==> src/rtl/vram_arbiter.sv <==
// vram_arbiter: shares a single-port VRAM between scanout fetch (always wins) and a CPU write FIFO / read port.
// Optional macro BLANK_ONLY_EN confines CPU write/read grants to horizontal or vertical blanking.
module vram_arbiter #(
  parameter int ADDR_W     = 15,
  parameter int DATA_W     = 8,
  parameter int FIFO_DEPTH = 4
) (
  input  logic              clk,
  input  logic              reset,
  input  logic              hblank_n,
  input  logic              vblank_n,
  input  logic              pix_req,
  input  logic [ADDR_W-1:0] pix_addr,
  output logic [DATA_W-1:0] pix_data,
  output logic              pix_valid,
  input  logic              cpu_wr,
  input  logic              cpu_rd,
  input  logic [ADDR_W-1:0] cpu_addr,
  input  logic [DATA_W-1:0] cpu_wdata,
  output logic              cpu_wait,
  output logic [DATA_W-1:0] cpu_rdata,
  output logic              cpu_rvalid,
  output logic [ADDR_W-1:0] vram_addr,
  output logic              vram_we,
  output logic [DATA_W-1:0] vram_wdata,
  input  logic [DATA_W-1:0] vram_rdata,
  output logic [1:0]        grant
);

  localparam int PTR_W = $clog2(FIFO_DEPTH);
  localparam int CNT_W = $clog2(FIFO_DEPTH + 1);
  localparam logic [CNT_W-1:0] FULL = CNT_W'(FIFO_DEPTH);

  logic [ADDR_W-1:0] fifo_addr [FIFO_DEPTH];
  logic [DATA_W-1:0] fifo_data [FIFO_DEPTH];
  logic [PTR_W-1:0]  wr_ptr, rd_ptr;
  logic [CNT_W-1:0]  count, count_nxt;
  logic              rd_pend, rd_pend_nxt;
  logic [ADDR_W-1:0] rd_addr;
  logic              wait_q;
  logic              pix_vld_p1, rd_vld_p1;
  logic              cpu_ok, push, rd_acc;
  logic              gnt_pix, gnt_wr, gnt_rd;

`ifdef BLANK_ONLY_EN
  assign cpu_ok = !hblank_n || !vblank_n;
`else
  logic blank_unused;
  assign blank_unused = hblank_n ^ vblank_n;
  assign cpu_ok = 1'b1;
`endif

  assign push   = cpu_wr && !wait_q;
  assign rd_acc = cpu_rd && !wait_q;

  // p0: grant decode, RAM address/command phase
  always_comb begin
    gnt_pix = 1'b0;
    gnt_wr  = 1'b0;
    gnt_rd  = 1'b0;
    if (!reset) begin
      if (pix_req)
        gnt_pix = 1'b1;
      else if (cpu_ok && count != '0)
        gnt_wr = 1'b1;
      else if (cpu_ok && rd_pend)
        gnt_rd = 1'b1;
    end
  end

  assign grant      = {gnt_wr | gnt_rd, gnt_pix | gnt_rd};
  assign vram_we    = gnt_wr;
  assign vram_wdata = gnt_wr ? fifo_data[rd_ptr] : '0;

  always_comb begin
    vram_addr = '0;
    if (gnt_pix)
      vram_addr = pix_addr;
    else if (gnt_wr)
      vram_addr = fifo_addr[rd_ptr];
    else if (gnt_rd)
      vram_addr = rd_addr;
  end

  always_comb begin
    count_nxt = count;
    if (push && !gnt_wr)
      count_nxt = count + CNT_W'(1);
    else if (!push && gnt_wr)
      count_nxt = count - CNT_W'(1);
    rd_pend_nxt = rd_pend;
    if (gnt_rd)
      rd_pend_nxt = 1'b0;
    // A read accepted with a write in the same cycle still waits for the FIFO to drain.
    if (rd_acc)
      rd_pend_nxt = 1'b1;
  end

  always_ff @(posedge clk) begin
    if (reset) begin
      wr_ptr     <= '0;
      rd_ptr     <= '0;
      count      <= '0;
      rd_pend    <= 1'b0;
      wait_q     <= 1'b0;
      pix_vld_p1 <= 1'b0;
      rd_vld_p1  <= 1'b0;
    end else begin
      if (push)
        wr_ptr <= wr_ptr + PTR_W'(1);
      if (gnt_wr)
        rd_ptr <= rd_ptr + PTR_W'(1);
      count      <= count_nxt;
      rd_pend    <= rd_pend_nxt;
      wait_q     <= (count_nxt == FULL) || rd_pend_nxt;
      pix_vld_p1 <= gnt_pix;
      rd_vld_p1  <= gnt_rd;
    end
  end

  always_ff @(posedge clk) begin
    if (push) begin
      fifo_addr[wr_ptr] <= cpu_addr;
      fifo_data[wr_ptr] <= cpu_wdata;
    end
    if (rd_acc)
      rd_addr <= cpu_addr;
  end

  // p1: RAM data return
  assign pix_valid  = pix_vld_p1;
  assign pix_data   = pix_vld_p1 ? vram_rdata : '0;
  assign cpu_rvalid = rd_vld_p1;
  assign cpu_rdata  = rd_vld_p1 ? vram_rdata : '0;
  assign cpu_wait   = wait_q;

endmodule
==> config.mk <==
export PLATFORM = sky130hd
export DESIGN_NAME = vram_arbiter
export DESIGN_NICKNAME = d
export VERILOG_FILES = /design/src/rtl/vram_arbiter.sv
export SDC_FILE = /design/constraint.sdc
export NUM_CORES = 1
export LEC_CHECK = 0
export ABC_AREA = 1
export CORE_MARGIN = 2
export CORE_UTILIZATION = 48
export CTS_BUF_LIST = sky130_fd_sc_hd__clkbuf_8
export CTS_CLUSTER_DIAMETER = 100
export CTS_CLUSTER_SIZE = 30
export DETAILED_ROUTE_END_ITERATION = 6
export PLACE_DENSITY = 0.89
export SYNTH_ARGS = -nofsm -noshare
export SYNTH_HDL_FRONTEND = slang
export SYNTH_SLANG_ARGS = --single-unit
==> constraint.sdc <==
create_clock -name clk -period 2.23 [get_ports clk]
set_clock_uncertainty 0.15 [all_clocks]
set_input_delay 0.446 -clock clk [delete_from_list [all_inputs] [get_ports clk]]
set_output_delay 0.446 -clock clk [all_outputs]
set_load 0.01 [all_outputs]
==> results.md <==
- Worst Slack Setup Final: -0.0826 ns
- Slew Limit Fails: 0
- Clk_lat worst skew: 0.43 ns
- CTS root buf: clkbuf_8
- IO Pins: 98
- Final setup fails: 16
- Grt ovf: 0
- Share of cells above drive strength 1: 0.289
- Die Area: 11200 µm²
- RSZ-0062 raised after global routing: true
- Slew HR: 0.707
- Worst-margin pin slew: 0.438 ns
- Area grow syn2layout: 42.9%
- Post-DR wirelength/cell: 16.7 µm
- Worst Hold Class: in2reg
- CP Capture Type: output port
- Setup tns final: -1.05 ns
- Cell area after synthesis: 4960 µm²
- Largest family of logic cells by synthesized area: simple AND/OR/NAND/NOR gates
- Vias in the first global route: 3952
- Post-route DRC: 0
- Startpoint types: flop
- # hold bufs at CTS: 0
- Post-Route WL: 12.2 mm
- WP data arrival: 1.72 ns
- Seq/Total Area, Yosys: 0.700
- Max Clock Freq: 432 MHz
- Syn Area/Cell: 11.3 µm²
- Layout Nets: 639
- Static Leak: 2.89 nW
- Finished Cell Area: 7090 µm²
- CP max FO: 5
- Placed Instances: 684
- Final Hold Viols: 0
- H-tree depth: 4
- Die Span Y: 106 µm
- Clock buffer depth: 2
- # port buffers: 95
- CORE AREA: 10200 µm²
- Pwr Density: 847 nW/µm²
- Syn Nets: 500
- Initial Util: 0.487
- Final-layout fill cell count: 689
- Synthesized instance count: 440
- Setup WS pre-CTS: -0.632 ns
- Final min period: 2.31 ns
- Final weighted congestion in routability-driven placement: 0.795
- Pin count of the biggest net entering global routing: 35
- GRT Overall Usage: 0.226
- Maximum vdd drop: 0.000462 V
- Sinks on Clock Net: 120
- Final ANT Viol Nets: 0
- Post-synthesis adder-cell area fraction: 0.0177
- Worst hold slack: 0.317 ns
- Via count: 3836
- FP Rows: 37
- Clock transition at path regs: 0.07 ns
- Global-route wire length before repair: 19.2 mm
- Max-cap check violation count: 0
- Post-synthesis xor/xnor area fraction: 0.00177
- Synth cell types: 24
- Initial antenna violation count: 0
- Die width: 106 µm
- Via/cell ratio: 5.27
- Crit Path Class: reg2out
- Final cycle utilization of the critical path: 1.04
- CTS tree: yes
- Initial drt markers: 333
- Simple-gate share of the synthesized area: 0.145
- Mux contribution to synthesized area: 0
- Outcome: complete, but fails checks
- Syn. warnings: 0
- Compound-Gate Fraction of Synth Area: 0.0845
- Synth Register Bits: 120
- DRT Pass-1 Iters: 5
- Num CTS Buffers: 17
- Placed inst area: 6330 µm²
- WP data required: 1.63 ns
- Final std cells w/o fill: 728
- Antenna diode count: 0
- Hpwl dp: 7.66 mm
- Failing checks: setup timing
## metrics by stage
| stage | power (W) | util |
|---|---|---|
| detailed placement | 0.00376 | 0.622 |
| floorplan | 0.00322 | - |
| global route | 0.00623 | 0.696 |
| CTS | 0.00595 | 0.684 |
| global placement | 0.00371 | 0.622 |
| finish | 0.00600 | 0.696 |
## cells in the final DEF (no fill, tap or decap), types with 10 or more instances in the layout
cell | Yosys | final
buf_4 | 1 | 27
buf_6 | 3 | 23
o21ai_0 | 46 | 27
inv_1 | 34 | 30
o21ai_1 | 4 | 20
nand2_1 | 80 | 61
buf_12 | 0 | 10
o22ai_1 | 15 | 15
edfxtp_1 | 107 | 107
clkdlybuf4s50_1 | 0 | 66
nor2_1 | 69 | 64
nand2_2 | 2 | 18
buf_2 | 10 | 10
nand3_2 | 1 | 16
a21oi_1 | 15 | 10
clkbuf_8 | 0 | 17
## layer usage
layer,vias to the layer above,routed length [µm],global-route usage
met2,165,6380,0.400
li1,1792,-,-
met1,1854,4700,0.263
met4,0,195,0.0714
met3,25,901,0.0711
met5,-,0,0
## cell usage after synthesis (all sizes together)
library cell	instances	area [µm²]
nand2	82	313
edfxtp	107	3210
inv	35	131
o22ai	15	93.8
nand3	20	118
o21ai	50	250
xor2	1	8.76
clkbuf	7	26.3
clkinv	1	3.75
nor2	72	283
buf	14	91.3
ha	7	87.6
a21oi	15	75.1
dfxtp	13	260
nand4	1	6.26
## layout make-up
class	count	area, µm²	share of cell area
inverter	36	139	0.0196
clock inverter	15	191	0.0270
tap	136	170	0.0240
clock buffer	17	234	0.0330
multi-input combinational	263	1440	0.202
timing repair buffer	141	1440	0.202
sequential	120	3480	0.491
## timing repair
item	CTS	global route
pin swaps	17	6
cloned	2	0
resized for setup	174	39
endpoints found under the setup margin	27	35
buffers inserted	7	3
## power by group
part           leakage (nW)  switching [W]  internal (W)  total (W)
combinational          1.59       0.000660      0.000608    0.00127
sequential             1.09      0.0000662       0.00261    0.00268
clock                 0.210       0.000925       0.00113    0.00206
## critical path, cell delays in order, from the launching register on
cell	delay, ns
dfxtp_2	0.33
inv_2	0.07
ha_4	0.15
nand2_4	0.06
buf_6	0.12
nor2_4	0.17
buf_6	0.16
nand2_2	0.06
nand3_2	0.06
buf_6	0.10
## sequential cells by signal, summed over array words and instances, names as in the netlist, named ones only
signal / cells
fifo_addr: 60
fifo_data: 32
rd_addr: 15
count: 3
rd_ptr: 2
wr_ptr: 2
cpu_rvalid: 1
cpu_wait: 1
pix_valid: 1
rd_pend: 1
## logic make-up (layout without fill, tap and decap cells)
kind of cell	Yosys count	in the layout
and+or+nand+nor	175	175
DFF	120	120
AOI/OAI and AO/OA	80	80
buffers and inverters	57	209
adders and majority gates	7	7
xor gates and xnor gates	1	1
## path summary, 6_finish.rpt
check / from / endpoint / slack, ns / cells past startpoint
worst min register to register: rd_ptr[0] / rd_ptr[0] / 0.35 / 1
worst max register to register: count[0] / cpu_wait / 0.50 / 13
worst min-delay path: reset / count[1] / 0.32 / 3
worst max-delay path: count[0] / vram_addr[10] / -0.08 / 9
(Power assumes the default switching activity.)
